==> src/rtl/snn_enc_pkg.sv <==
// Shared types and constants for the spike-time encoder.
// Macro SPIKE_ENC_DBUF_EN (see spike_train_encoder) selects double buffering.
`ifndef SNN_NUM_SPIKES
`define SNN_NUM_SPIKES 4
`endif
`ifndef SNN_TIME_PERIOD
`define SNN_TIME_PERIOD 8
`endif
`ifndef SNN_LOG_TIME_PERIOD
`define SNN_LOG_TIME_PERIOD 3
`endif

package snn_enc_pkg;

  localparam int unsigned NUM_SPIKES_DEF      = `SNN_NUM_SPIKES;
  localparam int unsigned TIME_PERIOD_DEF     = `SNN_TIME_PERIOD;
  localparam int unsigned LOG_TIME_PERIOD_DEF = `SNN_LOG_TIME_PERIOD;
  localparam int unsigned PIX_BITS_DEF        = 8;

  // Right shift that maps an inverted pixel onto the frame time range
  localparam int unsigned ENC_SHIFT = PIX_BITS_DEF - LOG_TIME_PERIOD_DEF;

  typedef enum logic {
    IDLE = 1'b0,
    RUN  = 1'b1
  } enc_state_t;

  typedef logic [LOG_TIME_PERIOD_DEF:0] spike_time_t;

  // MSB set marks "no spike in this frame"
  localparam spike_time_t NO_SPIKE = {1'b1, {LOG_TIME_PERIOD_DEF{1'b0}}};

endpackage

==> src/rtl/spike_train_encoder_intensity_to_spike_time.sv <==
// Combinational pixel-to-spike-time conversion; brighter pixels spike earlier.
module intensity_to_spike_time #(
  parameter int unsigned PIX_BITS        = 8,
  parameter int unsigned LOG_TIME_PERIOD = 3,
  parameter int unsigned THRESH          = 16
) (
  input  logic [PIX_BITS-1:0]      pix,
  output logic [LOG_TIME_PERIOD:0] spike_time
);

  localparam int unsigned SHIFT = PIX_BITS - LOG_TIME_PERIOD;

  logic [PIX_BITS-1:0] inv;

  // Invert (max - pix), scale to the frame range, suppress dim pixels
  always_comb begin
    inv = ~pix;
    if (pix < PIX_BITS'(THRESH)) begin
      spike_time = {1'b1, {LOG_TIME_PERIOD{1'b0}}};
    end else begin
      spike_time = {1'b0, LOG_TIME_PERIOD'(inv >> SHIFT)};
    end
  end

endmodule

==> src/rtl/spike_train_encoder.sv <==
// Pixel stream to temporally coded spike volley, with a sweeping frame time.
// Define SPIKE_ENC_DBUF_EN to let loading of the next frame overlap RUN.
module spike_train_encoder
  import snn_enc_pkg::*;
#(
  parameter int unsigned NUM_SPIKES      = `SNN_NUM_SPIKES,
  parameter int unsigned TIME_PERIOD     = `SNN_TIME_PERIOD,
  parameter int unsigned LOG_TIME_PERIOD = `SNN_LOG_TIME_PERIOD,
  parameter int unsigned PIX_BITS        = 8,
  parameter int unsigned THRESH          = 16
) (
  input  logic                                        clk,
  input  logic                                        rst,
  input  logic                                        enable,
  input  logic                                        train_en,
  input  logic                                        pix_valid,
  input  logic [PIX_BITS-1:0]                         pix_data,
  output logic                                        pix_ready,
  output logic [LOG_TIME_PERIOD:0]                    time_val,
  output logic [NUM_SPIKES-1:0][LOG_TIME_PERIOD:0]    spike_times,
  output logic                                        training,
  output logic                                        frame_done,
  output logic                                        busy
);

  localparam int unsigned IDX_W = (NUM_SPIKES > 1) ? $clog2(NUM_SPIKES) : 1;
  localparam int unsigned TV_W  = LOG_TIME_PERIOD + 1;
  localparam logic [TV_W-1:0]  T_LAST   = TV_W'(TIME_PERIOD - 1);
  localparam logic [TV_W-1:0]  T_PRE    = TV_W'(TIME_PERIOD - 2);
  localparam logic [IDX_W-1:0] IDX_LAST = IDX_W'(NUM_SPIKES - 1);
  localparam logic [TV_W-1:0]  NO_SPK   = {1'b1, {LOG_TIME_PERIOD{1'b0}}};

  enc_state_t                              state;
  logic [IDX_W-1:0]                        ld_idx;
  logic                                    load_full;
  logic [NUM_SPIKES-1:0][LOG_TIME_PERIOD:0] load_buf;
  logic [LOG_TIME_PERIOD:0]                enc;
  logic                                    accept;
  logic                                    last_cycle;
  logic                                    start;

  intensity_to_spike_time #(
    .PIX_BITS        (PIX_BITS),
    .LOG_TIME_PERIOD (LOG_TIME_PERIOD),
    .THRESH          (THRESH)
  ) u_enc (
    .pix        (pix_data),
    .spike_time (enc)
  );

`ifdef SPIKE_ENC_DBUF_EN
  assign pix_ready = !load_full;
`else
  assign pix_ready = !load_full && (state == IDLE);
`endif

  assign accept     = pix_valid && pix_ready;
  assign last_cycle = (state == RUN) && (time_val == T_LAST);
  assign start      = load_full && enable && ((state == IDLE) || last_cycle);

  // Load buffer: fill slots in arrival order, flag full after the last slot
  always_ff @(posedge clk) begin
    if (rst) begin
      ld_idx    <= '0;
      load_full <= 1'b0;
      load_buf  <= {NUM_SPIKES{NO_SPK}};
    end else begin
      if (start) begin
        load_full <= 1'b0;
      end
      if (accept) begin
        load_buf[ld_idx] <= enc;
        if (ld_idx == IDX_LAST) begin
          ld_idx    <= '0;
          load_full <= 1'b1;
        end else begin
          ld_idx <= ld_idx + IDX_W'(1);
        end
      end
    end
  end

  // Frame FSM: IDLE parks the layer at end-of-period, RUN sweeps time_val
  always_ff @(posedge clk) begin
    if (rst) begin
      state       <= IDLE;
      time_val    <= T_LAST;
      spike_times <= {NUM_SPIKES{NO_SPK}};
      training    <= 1'b0;
      frame_done  <= 1'b0;
      busy        <= 1'b0;
    end else begin
      frame_done <= (state == RUN) && (time_val == T_PRE);
      case (state)
        IDLE: begin
          if (start) begin
            state       <= RUN;
            time_val    <= '0;
            spike_times <= load_buf;
            training    <= train_en;
            busy        <= 1'b1;
          end
        end
        RUN: begin
          if (start) begin
            time_val    <= '0;
            spike_times <= load_buf;
            training    <= train_en;
          end else if (last_cycle) begin
            state       <= IDLE;
            time_val    <= T_LAST;
            spike_times <= {NUM_SPIKES{NO_SPK}};
            training    <= 1'b0;
            busy        <= 1'b0;
          end else begin
            time_val <= time_val + TV_W'(1);
          end
        end
        default: begin
          state <= IDLE;
        end
      endcase
    end
  end

endmodule

==> config.mk <==
export PLATFORM = sky130hd
export DESIGN_NAME = spike_train_encoder
export DESIGN_NICKNAME = d
export VERILOG_FILES = /design/src/rtl/snn_enc_pkg.sv /design/src/rtl/spike_train_encoder_intensity_to_spike_time.sv /design/src/rtl/spike_train_encoder.sv
export SDC_FILE = /design/constraint.sdc
export NUM_CORES = 1
export LEC_CHECK = 0
export CAP_MARGIN = 20
export CORE_MARGIN = 1
export CORE_UTILIZATION = 45
export CTS_CLUSTER_DIAMETER = 150
export DETAILED_ROUTE_END_ITERATION = 10
export PLACE_DENSITY = 0.79
export SLEW_MARGIN = 20
export SYNTH_ARGS = -nofsm -noshare
export SYNTH_HDL_FRONTEND = slang
export SYNTH_SLANG_ARGS = --single-unit
==> constraint.sdc <==
create_clock -name clk -period 1.45 [get_ports clk]
set_input_delay 0.145 -clock clk [delete_from_list [all_inputs] [get_ports clk]]
set_output_delay 0.145 -clock clk [all_outputs]
set_load 0.05 [all_outputs]
; ---- Yosys cells after proc, flatten, opt, wreduce, memory -nomap -nowiden
; Cells that the tools add are included.
; Widths: inputs -> output; s select.
[classes]
n_addsub = 2
order_cmp = 3
n_eq_ne = 7
n_mux = 27
bitwise = 2
reduce_logical = 11
[op_table]
columns = op, n
row1 = $mux 16, 3
row2 = $pmux 16 s2, 1
row3 = $mux 4, 5
row4 = $bwmux 16, 1
row5 = $mux 1, 11
row6 = $demux 4 s2, 1
row7 = $eq 4x3->1 const B, 2
row8 = $lt 8x5->1 const B, 1
row9 = $not 8->8, 1
row10 = $pmux 4 s2, 1
row11 = $logic_and 1x1->1, 7
row12 = $pmux 1 s2, 3
row13 = $add 4x1->4 const B, 1
row14 = $ne 2x2->1 const B, 2
row15 = $lt 2x3->1 const B, 1
row16 = $ne 3x1->1 const B, 1
row17 = $reduce_and 3->1, 1
row18 = $add 2x1->2 const B, 1
row19 = $eq 2x2->1 const B, 1
row20 = $ge 2x1->1 const B, 1
row21 = $mux 2, 1
row22 = $ne 2x1->1 const B, 1
row23 = $reduce_and 2->1, 1
row24 = $logic_not 1->1, 1
row25 = 2 further kinds, 2
[word_totals]
reg_bits = 43
inputBits = 13
output_inout_bits = 24
elab_cells = 67

; ---- Logic depth before layout (Yosys ltp)
[logic_depth]
ltp_word = 7
depth_mapped = 6
mapped_depth_nobuf = 5

; ---- Modules after synthesis
; From an unflattened synthesis, not the netlist that was laid out.
[hier_totals]
hier_cells = 205
area_unflattened_um2 = 1924.3
[modules_own_cells]
columns = module, instances, cells_each, area_per_inst_um2, seq_area_each_um2
row1 = spike_train_encoder, 1, 198, 1885.6, 860.8
row2 = intensity_to_spike_time, 1, 7, 38.8, 0.0

; ---- Least setup slack after synthesis
; No wires, ideal clock.
[synth_path]
path_kind = register -> register
startpoint = register time_val[1]
endpoint = register spike_times[0] (netlist name)
setup_time_ns = 0.088
t_arrival_ns = 1.723
t_required_ns = 1.362
slack_ns = -0.361
stages_incl_launch_ff = 7
path_cell_list = dfxtp_1 ha_1 nand3b_1 and2_1 buf_6 buf_8 o32ai_2
[synth_via]
elab_chain_len = 6
word_cells_on_any_way = 9
[synth_rtl]
columns = element, line
row1 = from (decl), spike_train_encoder.sv:19  ; output logic [LOG_TIME_PERIOD:0] time_val,
row2 = from (signal assigned), spike_train_encoder.sv:116  ; time_val <= time_val + TV_W'(1);
row3 = $eq 4x3->1 (*), spike_train_encoder.sv:58  ; assign last_cycle = (state == RUN) && (time_val == T_LAST);
row4 = $logic_and 1x1->1 (*), spike_train_encoder.sv:58
row5 = $logic_or 1x1->1, spike_train_encoder.sv:59  ; assign start = load_full && enable && ((state == IDLE) || last_cycle);
row6 = $logic_and 1x1->1, spike_train_encoder.sv:59
row7 = "$mux 16, or another cell as far along", spike_train_encoder.sv:105  ; if (start) begin
row8 = $pmux 16 s2 or $reduce_and 2->1 (tied branches), --
row9 = to (signal assigned), spike_train_encoder.sv:99  ; spike_times <= load_buf;
row10 = to (signal assigned), spike_train_encoder.sv:107  ; spike_times <= load_buf;
row11 = to (signal assigned), spike_train_encoder.sv:112  ; spike_times <= {NUM_SPIKES{NO_SPK}};
row12 = to (decl), spike_train_encoder.sv:20  ; output logic [NUM_SPIKES-1:0][LOG_TIME_PERIOD:0] spike_times,
; Mark *: on every way between the ends. The rest lies on a longest branch, timed or not.
; A chain may end at the register's enable or synchronous reset.

; ---- Worst setup path in the final report
[layout_path]
startpoint = register time_val[0]
endpoint = register spike_times[9] (netlist name)
; The elaborated chain is that of the path after synthesis.

==> results.sh <==
export IMPL_status="complete, no violations"
export IMPL_setup_ws_ns=0.0370
export IMPL_rr_endpoint="spike_times[9]"
export IMPL_cts_resized=1
export IMPL_r2r_slack_ns=0.04
export IMPL_ys_seq_area_share_pct=46.4
export IMPL_worst_path_max_fanout=11
export IMPL_final_cell_area_sq_um=2450
export IMPL_ios=37
export IMPL_antennaDiodeCount=0
export IMPL_hold_viol_final=0
export IMPL_synthFlopType="dfxtp_1"
export IMPL_slew_headroom_pct=82.0
export IMPL_dieWidth_um=66.2
export IMPL_stdcell_count=285
export IMPL_holdPathEnd="training"
export IMPL_critPathLaunchType="flop"
export IMPL_antenna_found_initial=0
export IMPL_path_buf_inv=1
export IMPL_grt_pass1_vias=1431
export IMPL_synth_area_top_cells="dfxtp_1, nand2_1, o32ai_2"
export IMPL_r2r_start="time_val[0]"
export IMPL_placed_area_sq_um=2320
export IMPL_crit_type="flop to flop"
export IMPL_fmax_mhz=708
export IMPL_max_vdd_ir_drop_uv=416
export IMPL_cts_tree="done"
export IMPL_syn_avg_cell_area_sq_um=9.86
export IMPL_layout_commonest_cell="buf_4"
export IMPL_max_stage_delay_ns=0.37
export IMPL_hpwl_um=2810
export IMPL_post_drt_wl_per_cell_um=14.4
export IMPL_critPathCaptureType="flop"
export IMPL_numCtsBuffers=5
export IMPL_placementRows=22
export IMPL_maxCapViolCount=0
export IMPL_finClkSkew_ns=0.00937
export IMPL_drt_wl_total_um=4090
export IMPL_place_worst_setup_slack_ns=-0.124
export IMPL_first_iter_violations=166
export IMPL_cts_root_buffer="clkbuf_8"
export IMPL_cts_max_level=2
export IMPL_clock_sinks=43
export IMPL_drtAntennaViolNets=0
export IMPL_cp_top_family="compound AO/OA/AOI/OAI gates"
export IMPL_coreArea_sq_um=3800
export IMPL_yosys_area_top_type_share_pct=46.4
export IMPL_fin_crit_ns=1.41
export IMPL_reg2reg_depth=5
export IMPL_clk_pin_slew_ns=0.08
export IMPL_drive_gt1_share_pct=32.1
export IMPL_powerDensity_nw_per_um2=950
export IMPL_post_cts_setup_buffers=0
export IMPL_yosysUniqueCellTypes=44
export IMPL_synth_fp_nets=207
export IMPL_setup_viol=0
export IMPL_areaGrowthSynthToFinish_pct=31.9
export IMPL_worst_hold_startpoint="train_en"
export IMPL_cellLeakagePower_uw=0.000984
export IMPL_firstDrtPassIters=4
export IMPL_rsz0062_at_grt="no"
export IMPL_whs_path_depth=3
export IMPL_grt_pass1_wl_um=6700
export IMPL_tightest_slew_ns=0.267
export IMPL_numPlacedInstances=277
export IMPL_fin_nets=255
export IMPL_drc=0
export IMPL_initial_core_util_pct=48.8
export IMPL_grt_usage_pct=20.3
export IMPL_worstPathRequired_ns=1.66
export IMPL_maxSlewViolCount=0
export IMPL_worstPathArrival_ns=1.62
export IMPL_dieArea_sq_um=4380
export IMPL_synthCells=188
export IMPL_grt_max_degree=41
export IMPL_vias=1585
export IMPL_cts_hold_buf=0
export IMPL_final_cell_mix="buf_4, dfxtp_1, nand2_1"
export IMPL_netlist_area_sq_um=1850
export IMPL_hold_path_class="primary input to flop"
export IMPL_clockBufferDepth=2
export IMPL_power_uw=2320
export IMPL_async_reset_ff_share_pct=0
export IMPL_gp_congestion=0.766
export IMPL_yosysTopAreaCell="dfxtp_1"
export IMPL_io_buffers=32
export IMPL_ys_warn_count=0
export IMPL_cpMaxStageDelayCell="dfxtp_4"
export IMPL_cp_cell_sequence="ha_4 > and3b_4 > a21o_4 > buf_4 > o32ai_1"
export IMPL_insertion_delay_ns=0.30
export IMPL_viasPerCell=5.56
export IMPL_ys_seq_elements=43
export IMPL_synth_edff_count=0
export IMPL_fin_crit_sh_pct=97.4
export IMPL_gr_total_overflow=0
export IMPL_fp_dieH_um=66.2
==> cells in the mapped netlist, types with 2 or more instances <==
| library cell | n |
|---|---|
| a21oi_1 | 2 |
| a31oi_1 | 2 |
| and2_1 | 4 |
| and4bb_2 | 4 |
| buf_2 | 4 |
| buf_6 | 2 |
| clkbuf_1 | 5 |
| dfxtp_1 | 43 |
| ha_1 | 6 |
| inv_1 | 6 |
| mux2i_1 | 3 |
| nand2_1 | 34 |
| nand3_1 | 3 |
| nor2_1 | 9 |
| nor3_1 | 2 |
| o21ai_1 | 2 |
| o21bai_1 | 2 |
| o22ai_1 | 12 |
| o32a_1 | 4 |
| o32ai_1 | 8 |
| o32ai_2 | 5 |
| or2_2 | 2 |
| or3_1 | 3 |
==> area by class of cell <==
type | instances | area (sq um)
clock buffer | 7 | 108
timing repair buffer | 54 | 475
multi-input combinational | 126 | 901
tap | 48 | 60.1
sequential | 43 | 871
clock inverter | 1 | 8.76
inverter | 6 | 22.5
fill | 306 | 1350
==> report_power, final <==
part | total [uW] | switching, uW | leakage (uW) | internal (uW)
registers | 1220 | 14.1 | 0.000348 | 1200
logic | 181 | 93.0 | 0.000576 | 87.6
clock network | 929 | 432 | 0.0000600 | 497
total | 2320 | 539 | 0.000984 | 1790
==> registers in the layout, summed over array words and instances, names as in the netlist <==
register     cells
load_buf        16
spike_times     16
time_val         4
ld_idx           2
busy             1
frame_done       1
load_full        1
state            1
training         1
==> worst max path at each step <==
stage                      startpoint              end  depth (start not counted)
after floorplan           time_val[3]  spike_times[11]                          4
after global placement         enable   spike_times[0]                          5
after detailed placement       enable   spike_times[9]                          5
after CTS                 time_val[0]   spike_times[9]                          5
after global routing      time_val[0]  spike_times[14]                          5
final                     time_val[0]   spike_times[9]                          5
==> per-stage QoR <==
| step | hold WS [ns] | utilization [%] | TNS (ns) |
|---|---|---|---|
| after detailed placement | 0.464 | 61.1 | -1.60 |
| after floorplan | 0.294 | - | 0 |
| after global placement | 0.461 | 61.1 | -1.02 |
| after global routing | 0.432 | 64.4 | 0 |
| after CTS | 0.431 | 64.4 | 0 |
| final | 0.428 | 64.4 | 0 |
==> cell families (layout without fill, tap and decap cells) <==
family / Yosys count / after routing / synth area share (%)
buf+inv: 19 / 68 / 6.07
fa+ha+maj: 6 / 6 / 4.05
compound gates: 45 / 45 / 20.6
flops: 43 / 43 / 46.4
xor+xnor: 1 / 1 / 0.472
simple gates: 70 / 70 / 20.2
mux: 4 / 4 / 2.23
==> layer usage <==
layer / part of all wire [%] / GRT usage, % / up-vias
met5: 0 / 0 / -
met4: 1.9 / 10.1 / 0
met3: 5.5 / 4.31 / 7
met2: 48 / 31.4 / 52
met1: 45 / 26.6 / 742
li1: - / - / 784
==> worst min-delay path: stages <==
cell             delay [ns]
clkdlybuf4s50_1        0.41
nand3_1                0.07
o32ai_1                0.06
No activity file was read; power rests on OpenSTA's default activity.
